**src/rtl/lenet_layer_scheduler_if.sv**
```systemverilog
// ---------------------------------------------------------------------------
// lenet_layer_scheduler_if
//
// Purpose: bundles the control/status signals of the LeNet layer scheduler.
//
// Signals:
//   inference_start   level run request (rising edge starts a run)
//   weight_ready      weights for the network are loaded
//   adc_tvalid        one result beat from the photonic path
//   slack_cycles[15:0] photonic settling wait per layer (0 behaves as 1)
//   layer[2:0]        active layer 0..3
//   state_changed     one-cycle pulse on entry into a new layer
//   integration_start one-cycle pulse when a layer starts integrating
//   reset_all         one-cycle pulse when a run is torn down
//   busy              scheduler is inside a run
//   done              all three layers completed
//   timeout_err       sticky watchdog flag
//   latency_count[31:0] cycles from start to done
//
// Modports:
//   master  - the controller/host side driving requests
//   slave   - the scheduler side
// ---------------------------------------------------------------------------
interface lenet_layer_scheduler_if;
    logic        inference_start;
    logic        weight_ready;
    logic        adc_tvalid;
    logic [15:0] slack_cycles;
    logic [2:0]  layer;
    logic        state_changed;
    logic        integration_start;
    logic        reset_all;
    logic        busy;
    logic        done;
    logic        timeout_err;
    logic [31:0] latency_count;

    modport master (
        output inference_start,
        output weight_ready,
        output adc_tvalid,
        output slack_cycles,
        input  layer,
        input  state_changed,
        input  integration_start,
        input  reset_all,
        input  busy,
        input  done,
        input  timeout_err,
        input  latency_count
    );

    modport slave (
        input  inference_start,
        input  weight_ready,
        input  adc_tvalid,
        input  slack_cycles,
        output layer,
        output state_changed,
        output integration_start,
        output reset_all,
        output busy,
        output done,
        output timeout_err,
        output latency_count
    );
endinterface

```
**src/rtl/lenet_layer_scheduler.sv**
```systemverilog
// ---------------------------------------------------------------------------
// lenet_layer_scheduler
//
// Purpose: sequences a three-layer LeNet inference on the photonic engine.
//   IDLE -> WAIT_WEIGHT -> (SLACK -> RUN) x3 -> DONE -> IDLE
//   Each layer waits max(slack_cycles,1) settling cycles, then counts ADC
//   result beats until the layer's beat total is reached.
//
// Ports:
//   clk    single clock
//   rst_n  asynchronous active-low reset
//   bus    lenet_layer_scheduler_if.slave (see interface header)
//
// Parameters:
//   LAYER_1_ALL_CYCLE / LAYER_2_ALL_CYCLE / LAYER_3_ALL_CYCLE
//          ADC beats that close layers 1..3
//   TIMEOUT_CYCLES  consecutive beat-free RUN cycles before the watchdog trips
//
// Build option:
//   LENET_SCHED_WATCHDOG_EN  when defined, a RUN-state watchdog aborts the run
//                            and sets the sticky timeout_err flag; when not
//                            defined, timeout_err is tied low and RUN waits
//                            indefinitely.
// ---------------------------------------------------------------------------
module lenet_layer_scheduler #(
    parameter int LAYER_1_ALL_CYCLE = 14700,
    parameter int LAYER_2_ALL_CYCLE = 1900,
    parameter int LAYER_3_ALL_CYCLE = 70,
    parameter int TIMEOUT_CYCLES    = 4096
) (
    input  logic                    clk,
    input  logic                    rst_n,
    lenet_layer_scheduler_if.slave  bus
);

    typedef enum logic [2:0] {
        ST_IDLE,
        ST_WAIT_WEIGHT,
        ST_SLACK,
        ST_RUN,
        ST_DONE
    } state_t;

    localparam logic [15:0] LAYER_LIMIT [3] = '{
        16'(LAYER_1_ALL_CYCLE),
        16'(LAYER_2_ALL_CYCLE),
        16'(LAYER_3_ALL_CYCLE)
    };

    // Elaboration-time sanity check on the configuration.
    generate
        if (LAYER_1_ALL_CYCLE < 1 || LAYER_2_ALL_CYCLE < 1 ||
            LAYER_3_ALL_CYCLE < 1 || TIMEOUT_CYCLES < 1) begin : g_bad_cfg
            $error("lenet_layer_scheduler: beat totals and timeout must be >= 1");
        end
    endgenerate

    state_t      state_reg;
    logic        start_d_reg;
    logic [2:0]  layer_reg;
    logic        state_changed_reg;
    logic        integration_start_reg;
    logic        reset_all_reg;
    logic        busy_reg;
    logic        done_reg;
    logic [31:0] latency_reg;
    logic [15:0] slack_cnt_reg;
    logic [15:0] beat_cnt_reg;

    logic        start_edge;
    logic [15:0] slack_target;
    logic        slack_last;
    logic [15:0] beat_next;
    logic [2:0]  layer_hit;
    logic        layer_end;
    logic [31:0] latency_next;
    logic        teardown;

`ifdef LENET_SCHED_WATCHDOG_EN
    localparam int WD_W = $clog2(TIMEOUT_CYCLES + 1);
    logic [WD_W-1:0] idle_cnt_reg;
    logic            timeout_err_reg;
    logic            wd_expire;

    // Trips on the cycle that would make the idle run TIMEOUT_CYCLES long.
    assign wd_expire = (state_reg == ST_RUN) && !bus.adc_tvalid &&
                       (idle_cnt_reg == WD_W'(TIMEOUT_CYCLES - 1));
    assign teardown  = !bus.inference_start || wd_expire;
    assign bus.timeout_err = timeout_err_reg;
`else
    assign teardown  = !bus.inference_start;
    assign bus.timeout_err = 1'b0;
`endif

    // A start needs an observed 0 followed by 1.
    assign start_edge   = bus.inference_start && !start_d_reg;
    assign slack_target = (bus.slack_cycles == 16'd0) ? 16'd1 : bus.slack_cycles;
    assign slack_last   = (slack_cnt_reg == slack_target - 16'd1);
    assign beat_next    = beat_cnt_reg + 16'd1;
    assign latency_next = (latency_reg == 32'hFFFF_FFFF) ? latency_reg
                                                         : latency_reg + 32'd1;

    // One comparator per layer; only the active layer's can fire.
    generate
        for (genvar gi = 0; gi < 3; gi++) begin : g_layer_hit
            assign layer_hit[gi] = (layer_reg == 3'(gi + 1)) &&
                                   (beat_next == LAYER_LIMIT[gi]);
        end
    endgenerate
    assign layer_end = |layer_hit;

    always_ff @(posedge clk or negedge rst_n) begin
        if (!rst_n) begin
            state_reg             <= ST_IDLE;
            // Reset to 1 so a level held high across reset release is not
            // mistaken for a fresh start request.
            start_d_reg           <= 1'b1;
            layer_reg             <= 3'd0;
            state_changed_reg     <= 1'b0;
            integration_start_reg <= 1'b0;
            reset_all_reg         <= 1'b0;
            busy_reg              <= 1'b0;
            done_reg              <= 1'b0;
            latency_reg           <= 32'd0;
            slack_cnt_reg         <= 16'd0;
            beat_cnt_reg          <= 16'd0;
`ifdef LENET_SCHED_WATCHDOG_EN
            idle_cnt_reg          <= '0;
            timeout_err_reg       <= 1'b0;
`endif
        end else begin
            start_d_reg           <= bus.inference_start;
            state_changed_reg     <= 1'b0;
            integration_start_reg <= 1'b0;
            reset_all_reg         <= 1'b0;

            case (state_reg)
                ST_IDLE: begin
                    if (start_edge) begin
                        state_reg     <= ST_WAIT_WEIGHT;
                        busy_reg      <= 1'b1;
                        latency_reg   <= 32'd0;
                        slack_cnt_reg <= 16'd0;
                        beat_cnt_reg  <= 16'd0;
`ifdef LENET_SCHED_WATCHDOG_EN
                        idle_cnt_reg    <= '0;
                        timeout_err_reg <= 1'b0;
`endif
                    end
                end

                ST_WAIT_WEIGHT, ST_SLACK, ST_RUN: begin
                    if (teardown) begin
                        // Abort (or watchdog) beats any layer step or final
                        // beat landing on the same cycle.
                        state_reg     <= ST_IDLE;
                        reset_all_reg <= 1'b1;
                        layer_reg     <= 3'd0;
                        busy_reg      <= 1'b0;
                        done_reg      <= 1'b0;
                        slack_cnt_reg <= 16'd0;
                        beat_cnt_reg  <= 16'd0;
`ifdef LENET_SCHED_WATCHDOG_EN
                        idle_cnt_reg  <= '0;
                        if (bus.inference_start)
                            timeout_err_reg <= 1'b1;
`endif
                    end else begin
                        latency_reg <= latency_next;
                        case (state_reg)
                            ST_WAIT_WEIGHT: begin
                                if (bus.weight_ready) begin
                                    layer_reg         <= 3'd1;
                                    state_changed_reg <= 1'b1;
                                    slack_cnt_reg     <= 16'd0;
                                    state_reg         <= ST_SLACK;
                                end
                            end
                            ST_SLACK: begin
                                // adc_tvalid is deliberately ignored here.
                                if (slack_last) begin
                                    integration_start_reg <= 1'b1;
                                    beat_cnt_reg          <= 16'd0;
                                    state_reg             <= ST_RUN;
`ifdef LENET_SCHED_WATCHDOG_EN
                                    idle_cnt_reg          <= '0;
`endif
                                end else begin
                                    slack_cnt_reg <= slack_cnt_reg + 16'd1;
                                end
                            end
                            default: begin // ST_RUN
                                if (bus.adc_tvalid) begin
`ifdef LENET_SCHED_WATCHDOG_EN
                                    idle_cnt_reg <= '0;
`endif
                                    if (layer_end) begin
                                        beat_cnt_reg <= 16'd0;
                                        if (layer_reg == 3'd3) begin
                                            state_reg <= ST_DONE;
                                            done_reg  <= 1'b1;
                                            busy_reg  <= 1'b0;
                                        end else begin
                                            layer_reg         <= layer_reg + 3'd1;
                                            state_changed_reg <= 1'b1;
                                            slack_cnt_reg     <= 16'd0;
                                            state_reg         <= ST_SLACK;
                                        end
                                    end else begin
                                        beat_cnt_reg <= beat_next;
                                    end
                                end
`ifdef LENET_SCHED_WATCHDOG_EN
                                else begin
                                    idle_cnt_reg <= idle_cnt_reg + 1'b1;
                                end
`endif
                            end
                        endcase
                    end
                end

                ST_DONE: begin
                    layer_reg <= 3'd3;
                    if (!bus.inference_start) begin
                        state_reg     <= ST_IDLE;
                        reset_all_reg <= 1'b1;
                        layer_reg     <= 3'd0;
                        done_reg      <= 1'b0;
                    end
                end

                default: begin
                    state_reg <= ST_IDLE;
                    busy_reg  <= 1'b0;
                    done_reg  <= 1'b0;
                    layer_reg <= 3'd0;
                end
            endcase
        end
    end

    assign bus.layer             = layer_reg;
    assign bus.state_changed     = state_changed_reg;
    assign bus.integration_start = integration_start_reg;
    assign bus.reset_all         = reset_all_reg;
    assign bus.busy              = busy_reg;
    assign bus.done              = done_reg;
    assign bus.latency_count     = latency_reg;

endmodule

```
**src/flat_wrapper.sv**
```systemverilog
// flat-port wrapper written by rule: the top's interface ports become plain ports
module lenet_layer_scheduler_flat 
#(
    parameter int LAYER_1_ALL_CYCLE = 14700,
    parameter int LAYER_2_ALL_CYCLE = 1900,
    parameter int LAYER_3_ALL_CYCLE = 70,
    parameter int TIMEOUT_CYCLES    = 4096
)
  (clk, rst_n, bus_inference_start, bus_weight_ready, bus_adc_tvalid, bus_slack_cycles, bus_layer, bus_state_changed, bus_integration_start, bus_reset_all, bus_busy, bus_done, bus_timeout_err, bus_latency_count);
  lenet_layer_scheduler_if bus_i ();
  input  logic clk;
  input  logic rst_n;
  input wire logic [$bits(bus_i.inference_start)-1:0] bus_inference_start;
  input wire logic [$bits(bus_i.weight_ready)-1:0] bus_weight_ready;
  input wire logic [$bits(bus_i.adc_tvalid)-1:0] bus_adc_tvalid;
  input wire logic [$bits(bus_i.slack_cycles)-1:0] bus_slack_cycles;
  output wire logic [$bits(bus_i.layer)-1:0] bus_layer;
  output wire logic [$bits(bus_i.state_changed)-1:0] bus_state_changed;
  output wire logic [$bits(bus_i.integration_start)-1:0] bus_integration_start;
  output wire logic [$bits(bus_i.reset_all)-1:0] bus_reset_all;
  output wire logic [$bits(bus_i.busy)-1:0] bus_busy;
  output wire logic [$bits(bus_i.done)-1:0] bus_done;
  output wire logic [$bits(bus_i.timeout_err)-1:0] bus_timeout_err;
  output wire logic [$bits(bus_i.latency_count)-1:0] bus_latency_count;
  assign bus_i.inference_start = bus_inference_start;
  assign bus_i.weight_ready = bus_weight_ready;
  assign bus_i.adc_tvalid = bus_adc_tvalid;
  assign bus_i.slack_cycles = bus_slack_cycles;
  assign bus_layer = bus_i.layer;
  assign bus_state_changed = bus_i.state_changed;
  assign bus_integration_start = bus_i.integration_start;
  assign bus_reset_all = bus_i.reset_all;
  assign bus_busy = bus_i.busy;
  assign bus_done = bus_i.done;
  assign bus_timeout_err = bus_i.timeout_err;
  assign bus_latency_count = bus_i.latency_count;
  lenet_layer_scheduler #(.LAYER_1_ALL_CYCLE(LAYER_1_ALL_CYCLE), .LAYER_2_ALL_CYCLE(LAYER_2_ALL_CYCLE), .LAYER_3_ALL_CYCLE(LAYER_3_ALL_CYCLE), .TIMEOUT_CYCLES(TIMEOUT_CYCLES)) u_core (.clk(clk), .rst_n(rst_n), .bus(bus_i));
endmodule
```
**config.mk**
```make
export PLATFORM = sky130hd
export DESIGN_NAME = lenet_layer_scheduler_flat
export DESIGN_NICKNAME = d
export VERILOG_FILES = /design/src/rtl/lenet_layer_scheduler_if.sv /design/src/rtl/lenet_layer_scheduler.sv /design/src/flat_wrapper.sv
export SDC_FILE = /design/constraint.sdc
export NUM_CORES = 1
export LEC_CHECK = 0
export ABC_AREA = 1
export CAP_MARGIN = 20
export CORE_MARGIN = 10
export CORE_UTILIZATION = 40
export CTS_CLUSTER_DIAMETER = 200
export CTS_CLUSTER_SIZE = 10
export DETAILED_ROUTE_END_ITERATION = 10
export PLACE_DENSITY = 0.67
export RECOVER_POWER = 25
export SYNTH_ARGS = -nofsm -noshare
export SYNTH_HDL_FRONTEND = slang
export SYNTH_SLANG_ARGS = --single-unit
```
**constraint.sdc**
```tcl
create_clock -name clk -period 3.1 [get_ports clk]
set_input_delay 0.775 -clock clk [delete_from_list [all_inputs] [get_ports clk]]
set_output_delay 0.775 -clock clk [all_outputs]
set_load 0.005 [all_outputs]
```
**After elaboration in Yosys (flattened, before gate mapping)**

Cells that the tools add are included.

- Input bits: 21
- Output and inout port bits: 41
- Flip-flop bits (word level): 76

- Eq/ne operators: 32
- Bitwise logic cells: 2
- Add/subtract/negate cells: 5
- Reduce and logical (&&, ||, !) cells: 19
- Muxes and demuxes: 65

Operators with widths:

| cell | count |
|---|---|
| $mux W16 | 12 |
| $pmux W16 S2 | 4 |
| $mux W32 | 3 |
| $pmux W32 S2 | 1 |
| $mux W3 | 13 |
| $add A16 B1 Y16 const B | 2 |
| $add A32 B1 Y32 const B | 1 |
| $eq A32 B32 Y1 const B | 1 |
| $mux W1 | 24 |
| $reduce_and A6 Y1 | 4 |
| $pmux W3 S3 | 2 |
| $eq A16 B11 Y1 const B | 1 |
| $eq A16 B14 Y1 const B | 1 |
| $eq A16 B16 Y1 | 1 |
| $eq A16 B7 Y1 const B | 1 |
| $logic_not A16 Y1 | 1 |
| $sub A16 B1 Y16 const B | 1 |
| $eq A3 B2 Y1 const B | 4 |
| $ne A3 B3 Y1 const B | 4 |
| $ne A4 B3 Y1 const B | 3 |
| $ne A4 B4 Y1 const B | 3 |
| $pmux W3 S2 | 2 |
| $reduce_and A7 Y1 | 1 |
| $eq A3 B1 Y1 const B | 2 |
| other kinds (22) | 31 |

**Depth between registers and ports, before layout**

Gate-level depths: netlist of run 1.

- Depth in word-level cells: 9
- Depth in mapped cells: 24
- Mapped depth without buffers: 23

**Worst setup path after synthesis of run 1**

No wires, ideal clock.

- Path type: input to register
- Start point: input port bus_slack_cycles[7]
- End point: register u_core.slack_cnt_reg[0]
- Data required time: 2.979 ns
- Data arrival time: 2.819 ns
- Path slack: 0.160 ns
- Stages: 17
- Library setup time: 0.121 ns
- Cells stage by stage: nor2_1 -> nand2_2 -> nor2_4 -> nand2_2 -> nand2_1 -> inv_1 -> ha_1 -> xor2_1 -> xor2_1 -> nand4_1 -> nor2_1 -> nand2_1 -> nor2_1 -> nand4_2 -> buf_2 -> nand4_1 -> nand2_1

- Longest elaborated chain between the ends: 6

RTL lines:

| item | RTL line | text |
|---|---|---|
| from (decl) | flat_wrapper.sv:16 | `input wire logic [$bits(bus_i.slack_cycles)-1:0] bus_slack_cycles;` |
| $logic_not A16 Y1 | lenet_layer_scheduler.sv:97 | `assign slack_target = (bus.slack_cycles == 16'd0) ? 16'd1 : bus.slack_cycles;` |
| $mux W16 (*) | lenet_layer_scheduler.sv:97 |  |
| $sub A16 B1 Y16 (*) | lenet_layer_scheduler.sv:98 | `assign slack_last = (slack_cnt_reg == slack_target - 16'd1);` |
| $eq A16 B16 Y1 (*) | lenet_layer_scheduler.sv:98 |  |
| $ne A4 B4 Y1 (no source line) (*) | - |  |
| $reduce_and A7 Y1 (no source line) (*) | - |  |
| to (signal assigned) | lenet_layer_scheduler.sv:189 | `slack_cnt_reg <= slack_cnt_reg + 16'd1;` |
| to (decl) | lenet_layer_scheduler.sv:67 | `logic [15:0] slack_cnt_reg;` |

Every way passes the cells marked *; elsewhere a longest branch is shown, timed or not.
A chain may end at the register's enable or synchronous reset.

**Worst setup path in the final report of run 1**

- Start point: input port bus_slack_cycles[11]
- End point: register u_core.beat_cnt_reg[4]

- Longest elaborated chain between the ends: 6

RTL lines:

| item | RTL line | text |
|---|---|---|
| $logic_not A16 Y1 | lenet_layer_scheduler.sv:97 |  |
| $mux W16 (*) | lenet_layer_scheduler.sv:97 |  |
| $sub A16 B1 Y16 (*) | lenet_layer_scheduler.sv:98 |  |
| $eq A16 B16 Y1 (*) | lenet_layer_scheduler.sv:98 |  |
| $ne A4 B3 Y1 (no source line) (*) | - |  |
| $reduce_and A5 Y1 (no source line) (*) | - |  |
| to (signal assigned) | lenet_layer_scheduler.sv:210 | `beat_cnt_reg <= beat_next;` |
| to (decl) | lenet_layer_scheduler.sv:68 | `logic [15:0] beat_cnt_reg;` |

Marked as above.

==> summary.txt, run 1 <==
Outcome
  – Status: finished clean

Finish
  – Max reg flops: 32
  – Register Area: 1900 sq um
  – Layout cells sized above 1: 13.3%
  – Filler instances: 1497
  – Fin util: 51.3%
  – Fin cells: 1251
  – Final #Nets: 1089
  – Footprint of the multi-input gates: 3690 sq um
  – Antenna fix cells: 0
  – Area grow syn2layout: 26.5%
  – Highest-count cells in the layout ignoring fill and taps: nand2_1 (245), inv_1 (121), nor2_1 (109)
  – Leading cell type in the layout, fill and taps excluded: nand2_1

Place
  – GP Congestion: 0.965
  – Placement Setup Slack: -0.472 ns
  – Post-DP HPWL: roughly 14000 um
  – Port Buffers: 60
  – Placed instance count: roughly 1200

Critical path
  – Crit Path Class: input port to flip-flop
  – Req. time, crit path: 3.32 ns
  – Slowest stage cell, crit path: nor2_2
  – R2r setup slk: around 0.35 ns
  – RR Endpoint: u_core.slack_cnt_reg[5]
  – Crit path to: u_core.beat_cnt_reg[4]
  – CP arrival: 2.99 ns
  – Crit-path cells: dlymetal6s2s_1 -> nor2_2 -> nand2_2 -> nor2_4 -> nand2_2 -> nand2_2 -> inv_2 -> ha_4 -> nand2_8 -> o21ai_1 -> nand2_1 -> nand2_1 -> nand2_1 -> nand2_1 -> nor2_1 -> nand3_1 -> nor2_2 -> nand2_1 -> nand2_2 -> nand2_4 -> buf_6 -> nand2_1 -> o21ai_0
  – Cell mode on critical path: nand2_1
  – Crit path from: bus_slack_cycles[11]
  – Reg2reg path depth: 12
  – Worst Setup End Kind: flip-flop
  – Max incr delay on CP: ~0.17 ns
  – Reg2Reg Launch Point: u_core.beat_cnt_reg[1]
  – Critical Path Fanout Max: 6
  – CP Launch Type: input port

Clock tree
  – CTS Sinks: 76
  – CTS root buf: clkbuf_16
  – Num CTS Buffers: 9
  – CTS H-tree lvls: 3
  – CTS tree: yes
  – Clock buffer depth: 2
  – Clk slew on worst S/H paths: 0.06 ns
  – Post-CTS Hold Buffers: 0
  – Clock latency at the later pin of the worst-skew pair: about 0.35 ns

STA
  – Worst slew pin tran: about 1.3 ns
  – Clock period minus worst slack: 2.77 ns
  – RSZ-0062 raised after global routing: false
  – Setup_tns: 0 ns
  – Period utilization: 89.3%
  – Final hold vios: 0
  – Final WS setup: 0.331 ns
  – Pins over their slew limit: 0
  – Final setup viols: 0
  – Fmax: around 0.36 GHz
  – Fin Hold WS: between 0.5 and 0.6 ns
  – Slew Limit Headroom: 16.5%
  – Fin Clk Skew: 0.00875 ns

Routing
  – DR iter-0 viols: 520
  – Antenna-violating nets left: 0
  – Via count: around 6500
  – Routed WL: about 18000 um
  – Vias/cell: 5.23
  – DR pass1 iterations: 5
  – DRC viols: 0
  – Drt wl/cell: between 10 and 15 um

Pwr
  – Clock network power share: 27.4%
  – Peak supply drop: roughly 350 uV
  – Sw Share: 40.1%
  – Combinational power share: between 30% and 40%
  – Lkg Pwr: about 3.7 nW
  – Power density over the cells: roughly 460 nW/um^2
  – Switching pwr: 1.44 mW
  – Cell Int Power: 2.15 mW
  – Register share of total power: approximately a third

Synth
  – Post-Synthesis Cell Area: 6120 sq um
  – Area share of the largest cell type after synthesis: 30.7%
  – Ys flop type: dfrtp_1
  – Yosys top cell by area: dfrtp_1
  – Post-synthesis async set-or-reset flop share: 100%
  – #FFs+latches synth: 76
  – Syn. warnings: 0
  – Area contributors post-synth: dfrtp_1 (31%), nand2_1 (15%), inv_1 (7.5%), nor2_1 (7.1%), nand3_1 (5.6%)
  – Seq/Total Area, Yosys: a little under a third
  – Post-Synthesis Cells: 941
  – EDFF count, synth: 0
  – Syn Nets: 972
  – Count of different cell masters after synthesis: 44
  – Mapped Avg Cell Area: 6.50 sq um

Global route
  – Wire length of the first global-routing pass: 30400 um
  – Tot GR Track Use: 18.0%
  – Initial antenna violation count: 0
  – Number of global-route vias before repair: 6058
  – Pin count of the biggest net entering global routing: 48
  – Remaining Overflow, GRT: 0

Floorplanning
  – Area of the core: 15100 sq um
  – Row cnt: 45
  – Initial Util: about 41%
  – DIE WIDTH: about 140 um
  – Boundary Pins: 62
  – Die height: 144 um
  – Die area: between 20000 and 25000 sq um

Min path
  – Worst Hold Class: flip-flop to flip-flop
  – Hold Path Depth: 2

Flow run
  – Total of max-cap violations: 0
## layout make-up
class | count | area share [%]
clock buffers | 10 | 2.96
clock inverters | 6 | 0.501
inverters | 128 | 6.33
multi-input cells | 717 | 47.7
flip-flops and latches | 76 | 24.6
well taps | 188 | 3.04
repair buffers | 126 | 14.9
## power by group through the flow
| stage | logic, mW | clock network [mW] | registers (mW) |
|---|---|---|---|
| 2_1_floorplan | 0.836 | 0 | 1.18 |
| 3_3_place_gp | 1.34 | 0 | 1.20 |
| 3_5_place_dp | 1.35 | 0 | 1.20 |
| 4_1_cts | 1.39 | 1.00 | 1.18 |
| 5_1_grt | 1.58 | 1.04 | 1.20 |
| 6_report | 1.43 | 0.986 | 1.18 |
## cells in the mapped netlist, drive strengths merged (13+ instances only)
master    n
nor2    129
nor3     47
xor2     20
a21oi    24
nand3    71
nand2   266
buf      13
o21bai   19
dfrtp    75
nand4    46
o21ai    33
inv     127
## worst min-delay path by stage
stage                            startpoint                           end  slack [ns]
2_1_floorplan               u_core.bus.done               u_core.bus.done        0.46
3_3_place_gp                u_core.bus.done               u_core.bus.done        0.47
6_report                    u_core.bus.done               u_core.bus.done        0.51
3_5_place_dp                u_core.bus.done               u_core.bus.done        0.48
4_1_cts                               rst_n       u_core.slack_cnt_reg[1]        0.48
5_1_grt        u_core.bus.latency_count[29]  u_core.bus.latency_count[29]        0.56
## cells by family (layout without fill, tap and decap cells)
kind of cell,after synthesis,in the layout,synth area share (%)
buffers and inverters,148,270,9.82
adder cells (fa/ha/maj),10,10,2.04
XOR/XNOR,29,29,4.15
AO/OA/AOI/OAI,96,96,9.45
AND/OR/NAND/NOR,581,581,43.4
other,1,1,0.0613
flip-flops,76,76,31.1
## through the flow
stage | total power, mW | cell area [sq um]
after floorplan | 2.02 | 6120
after global placement | 2.54 | 7320
after detailed placement | 2.55 | 7320
after CTS | 3.58 | 7630
after global routing | 3.82 | 7740
final | 3.60 | 7740
## per-layer routing
metal  vias to the layer above  share of wire [%]  global-route usage, %  wire [um]
li1                       3310                  -                      -          -
met1                      3002                 47                   24.2       8580
met2                       204                 46                   28.8       8390
met3                        22                5.4                   3.50        991
met4                         0                1.3                   4.84        245
met5                         -                  0                      0          0
## worst max-delay path, delay by kind of cell
| kind | cells | cell delay [ns] |
|---|---|---|
| compound gates | 2 | 0.19 |
| fa+ha+maj | 1 | 0.17 |
| buf+inv | 3 | 0.34 |
| simple gates | 17 | 1.51 |
## repair_timing
action,4_1_cts,5_1_grt
setup buffers,0,4
endpoints found under the setup margin,32,35
cloned,1,0
gates resized for setup,12,36
pin swaps,6,18
No activity file was read; power rests on OpenSTA's default activity.
==> run 2, diff against run 1 <==
--- a/config.mk
+++ b/config.mk
@@ -12,6 +12,7 @@
 export CTS_CLUSTER_DIAMETER = 200
 export CTS_CLUSTER_SIZE = 10
 export DETAILED_ROUTE_END_ITERATION = 10
+export GPL_ROUTABILITY_DRIVEN = 0
 export PLACE_DENSITY = 0.67
 export RECOVER_POWER = 25
 export SYNTH_ARGS = -nofsm -noshare
==> run 2 against run 1 <==
Effect of this change:
- non-clock buffer count rose by 3
- die area unchanged
- worst setup slack worse by 0.030 ns
- global-route usage down 0.50 points
- sequential cell count stayed put
- register-to-register slack improved by 0.06 ns
- count of clock-buffer cells in the layout up 1
- sequential power is essentially flat
- critical endpoint is now u_core.beat_cnt_reg[5]
- largest power group unchanged
- highest routed layer unchanged
==> summary.txt, run 2 (synthesis gave the netlist of run 1 again) <==
Outcome
  – Status: finished clean (unchanged)

Global route
  – Tot GR Track Use: 17.5% (was 18.0%)
  – Initial antenna violation count: 0 (unchanged)
  – Pin count of the biggest net entering global routing: 46 (was 48)
  – Number of global-route vias before repair: 6050 (was 6058)
  – Wire length of the first global-routing pass: 29600 um (was 30400 um)
  – Remaining Overflow, GRT: 0 (unchanged)

Clock tree
  – CTS tree: yes (unchanged)
  – Clk slew on worst S/H paths: 0.06 ns (about the same)
  – CTS H-tree lvls: 3 (unchanged)
  – Post-CTS Hold Buffers: 0 (unchanged)
  – Clock latency at the later pin of the worst-skew pair: 0.34 ns (was 0.35 ns)
  – Clock buffer depth: 2 (unchanged)
  – CTS Sinks: 76 (unchanged)
  – CTS root buf: clkbuf_16 (unchanged)
  – Num CTS Buffers: 9 (unchanged)

Min path
  – Worst Hold End: u_core.bus.done (unchanged)
  – Hold Path Depth: 2 (unchanged)
  – Min-delay src: u_core.bus.done (unchanged)
  – Worst Hold Class: flip-flop to flip-flop (unchanged)

Finish
  – Layout cells sized above 1: 14.3% (was 13.3%)
  – Finished Cell Area: 7860 sq um (was 7740 sq um)
  – Leading cell type in the layout, fill and taps excluded: nand2_1 (unchanged)
  – Max reg flops: 32 (unchanged)
  – Area grow syn2layout: 28.4% (was 26.5%)
  – Final #Nets: 1092 (was 1089)
  – Antenna fix cells: 0 (unchanged)
  – Fin util: 52.1% (was 51.3%)
  – Highest-count cells in the layout ignoring fill and taps: nand2_1 (242), inv_1 (121), nor2_1 (106) (was nand2_1 (245), inv_1 (121), nor2_1 (109))

Routing
  – Via count: 6494 (was 6538)
  – Vias/cell: 5.18 (was 5.23)
  – Routed WL: 18100 um (was 18200 um)
  – DR iter-0 viols: 572 (was 520)
  – Antenna-violating nets left: 0 (unchanged)
  – DRC viols: 0 (unchanged)
  – DR pass1 iterations: 5 (unchanged)
  – Drt wl/cell: 14.5 um (about the same)

STA
  – Fmax: 0.357 GHz (was 0.361 GHz)
  – Period utilization: 90.3% (was 89.3%)
  – Final hold vios: 0 (unchanged)
  – Setup_tns: 0 ns (unchanged)
  – Pins over their slew limit: 0 (unchanged)
  – Fin Clk Skew: 0.0125 ns (was 0.00875 ns)
  – Clock period minus worst slack: 2.80 ns (was 2.77 ns)
  – RSZ-0062 raised after global routing: false (unchanged)
  – Final setup viols: 0 (unchanged)
  – Worst slew pin tran: 1.18 ns (was 1.25 ns)
  – Slew Limit Headroom: 21.4% (was 16.5%)

Critical path
  – Worst Setup End Kind: flip-flop (unchanged)
  – Reg2reg path depth: 12 (unchanged)
  – CP arrival: 3.01 ns (was 2.99 ns)
  – Req. time, crit path: 3.31 ns (was 3.32 ns)
  – Crit Path Class: input port to flip-flop (unchanged)
  – RR Endpoint: u_core.slack_cnt_reg[6] (was u_core.slack_cnt_reg[5])
  – Critical Path Fanout Max: 6 (unchanged)
  – Reg2Reg Launch Point: u_core.beat_cnt_reg[1] (unchanged)
  – R2r setup slk: 0.41 ns (was 0.35 ns)
  – CP Launch Type: input port (unchanged)

Place
  – Port Buffers: 60 (unchanged)
  – Post-DP HPWL: 14000 um (was 14100 um)
  – Placement Cell Area: 7320 sq um (about the same)

Floorplanning
  – Die area: 20600 sq um (unchanged)
  – Die height: 144 um (unchanged)
  – Boundary Pins: 62 (unchanged)
  – Area of the core: 15100 sq um (unchanged)
  – DIE WIDTH: 144 um (unchanged)
  – Row cnt: 45 (unchanged)
  – Initial Util: 40.5% (unchanged)

Pwr
  – Peak supply drop: 305 uV (was 354 uV)
  – Total power: 3.72 mW (was 3.60 mW)
  – Lkg Pwr: 3.71 nW (was 3.67 nW)
  – Power density over the cells: 473 nW/um^2 (was 465 nW/um^2)

Flow run
  – Total of max-cap violations: 0 (unchanged)
==> run 2: cell types whose count changed in the layout (fill, tap and decap cells not counted), moves of 2 or more <==
cell / change
clkinv_2: -2
nand2_2: +3
nor2_1: -3
nor2_2: +2
nand3_1: -2
buf_6: -2
nand3_2: +2
buf_4: +3
nand2_1: -3
==> run 2: area by class of cell <==
type / count / area [sq um]
Clock buffer: 11 / 243
Clock inverter: 5 / 60.1
Fill cell: 1510 / 7230
Inverter: 128 / 488
Multi-Input combinational cell: 717 / 3730
Sequential cell: 76 / 1900
Tap cell: 188 / 235
Timing Repair Buffer: 129 / 1190
==> run 2: power breakdown <==
part | switching, mW | internal (mW) | total, mW
logic | 0.900 | 0.562 | 1.46
registers | 0.101 | 1.08 | 1.19
clock network | 0.421 | 0.649 | 1.07
total | 1.42 | 2.30 | 3.72
==> run 2: how the worst max path moves through the flow <==
| stage | startpoint | end | cells past startpoint |
|---|---|---|---|
| 2_1_floorplan | bus_slack_cycles[7] | u_core.slack_cnt_reg[0] | 17 |
| 4_1_cts | bus_slack_cycles[10] | u_core.beat_cnt_reg[5] | 23 |
| 3_5_place_dp | bus_slack_cycles[11] | u_core.beat_cnt_reg[7] | 22 |
| 6_report | bus_slack_cycles[11] | u_core.beat_cnt_reg[5] | 23 |
| 5_1_grt | u_core.beat_cnt_reg[1] | u_core.slack_cnt_reg[2] | 12 |
| 3_3_place_gp | bus_slack_cycles[11] | u_core.beat_cnt_reg[5] | 23 |
==> run 2: timing repair <==
item | CTS | global route
setup endpoints to repair | 31 | 34
pin swaps | 4 | 24
gates resized for setup | 12 | 46
buffers inserted | 0 | 5
cloned | 1 | 0
==> run 2: metal layers <==
layer	vias up	track usage, %	share of wire, %
met5	-	0	0
met4	0	5.00	1.5
met3	22	2.71	5.0
met2	181	28.0	46
met1	2971	23.8	47
li1	3320	-	-
==> run 2: worst max-delay path: stages <==
cell and delay, ns:
dlymetal6s2s_1 0.14, nor2_2 0.15, nand2_2 0.08, nor2_4 0.11
nand2_2 0.07, nand2_2 0.07, inv_2 0.04, ha_4 0.18
nand2_8 0.11, nor2_4 0.05, nand2_1 0.07, nand3_1 0.08
nand2_1 0.09, nand2_1 0.06, nor2_2 0.09, nand3_1 0.07
nor2_2 0.16, nand2_1 0.08, nand2_2 0.11, nand2_4 0.12
buf_8 0.19, nand2_1 0.06, nand2_1 0.05
==> run 2: stage by stage <==
stage | hold slack, ns | worst slack, ns | cells
after global routing | 0.531 | 0.100 | 1254
final | 0.490 | 0.302 | 1254
after floorplan | 0.465 | 0.160 | 941
after detailed placement | 0.478 | -0.482 | 1232
after global placement | 0.471 | -0.442 | 1232
after CTS | 0.480 | -0.0111 | 1249
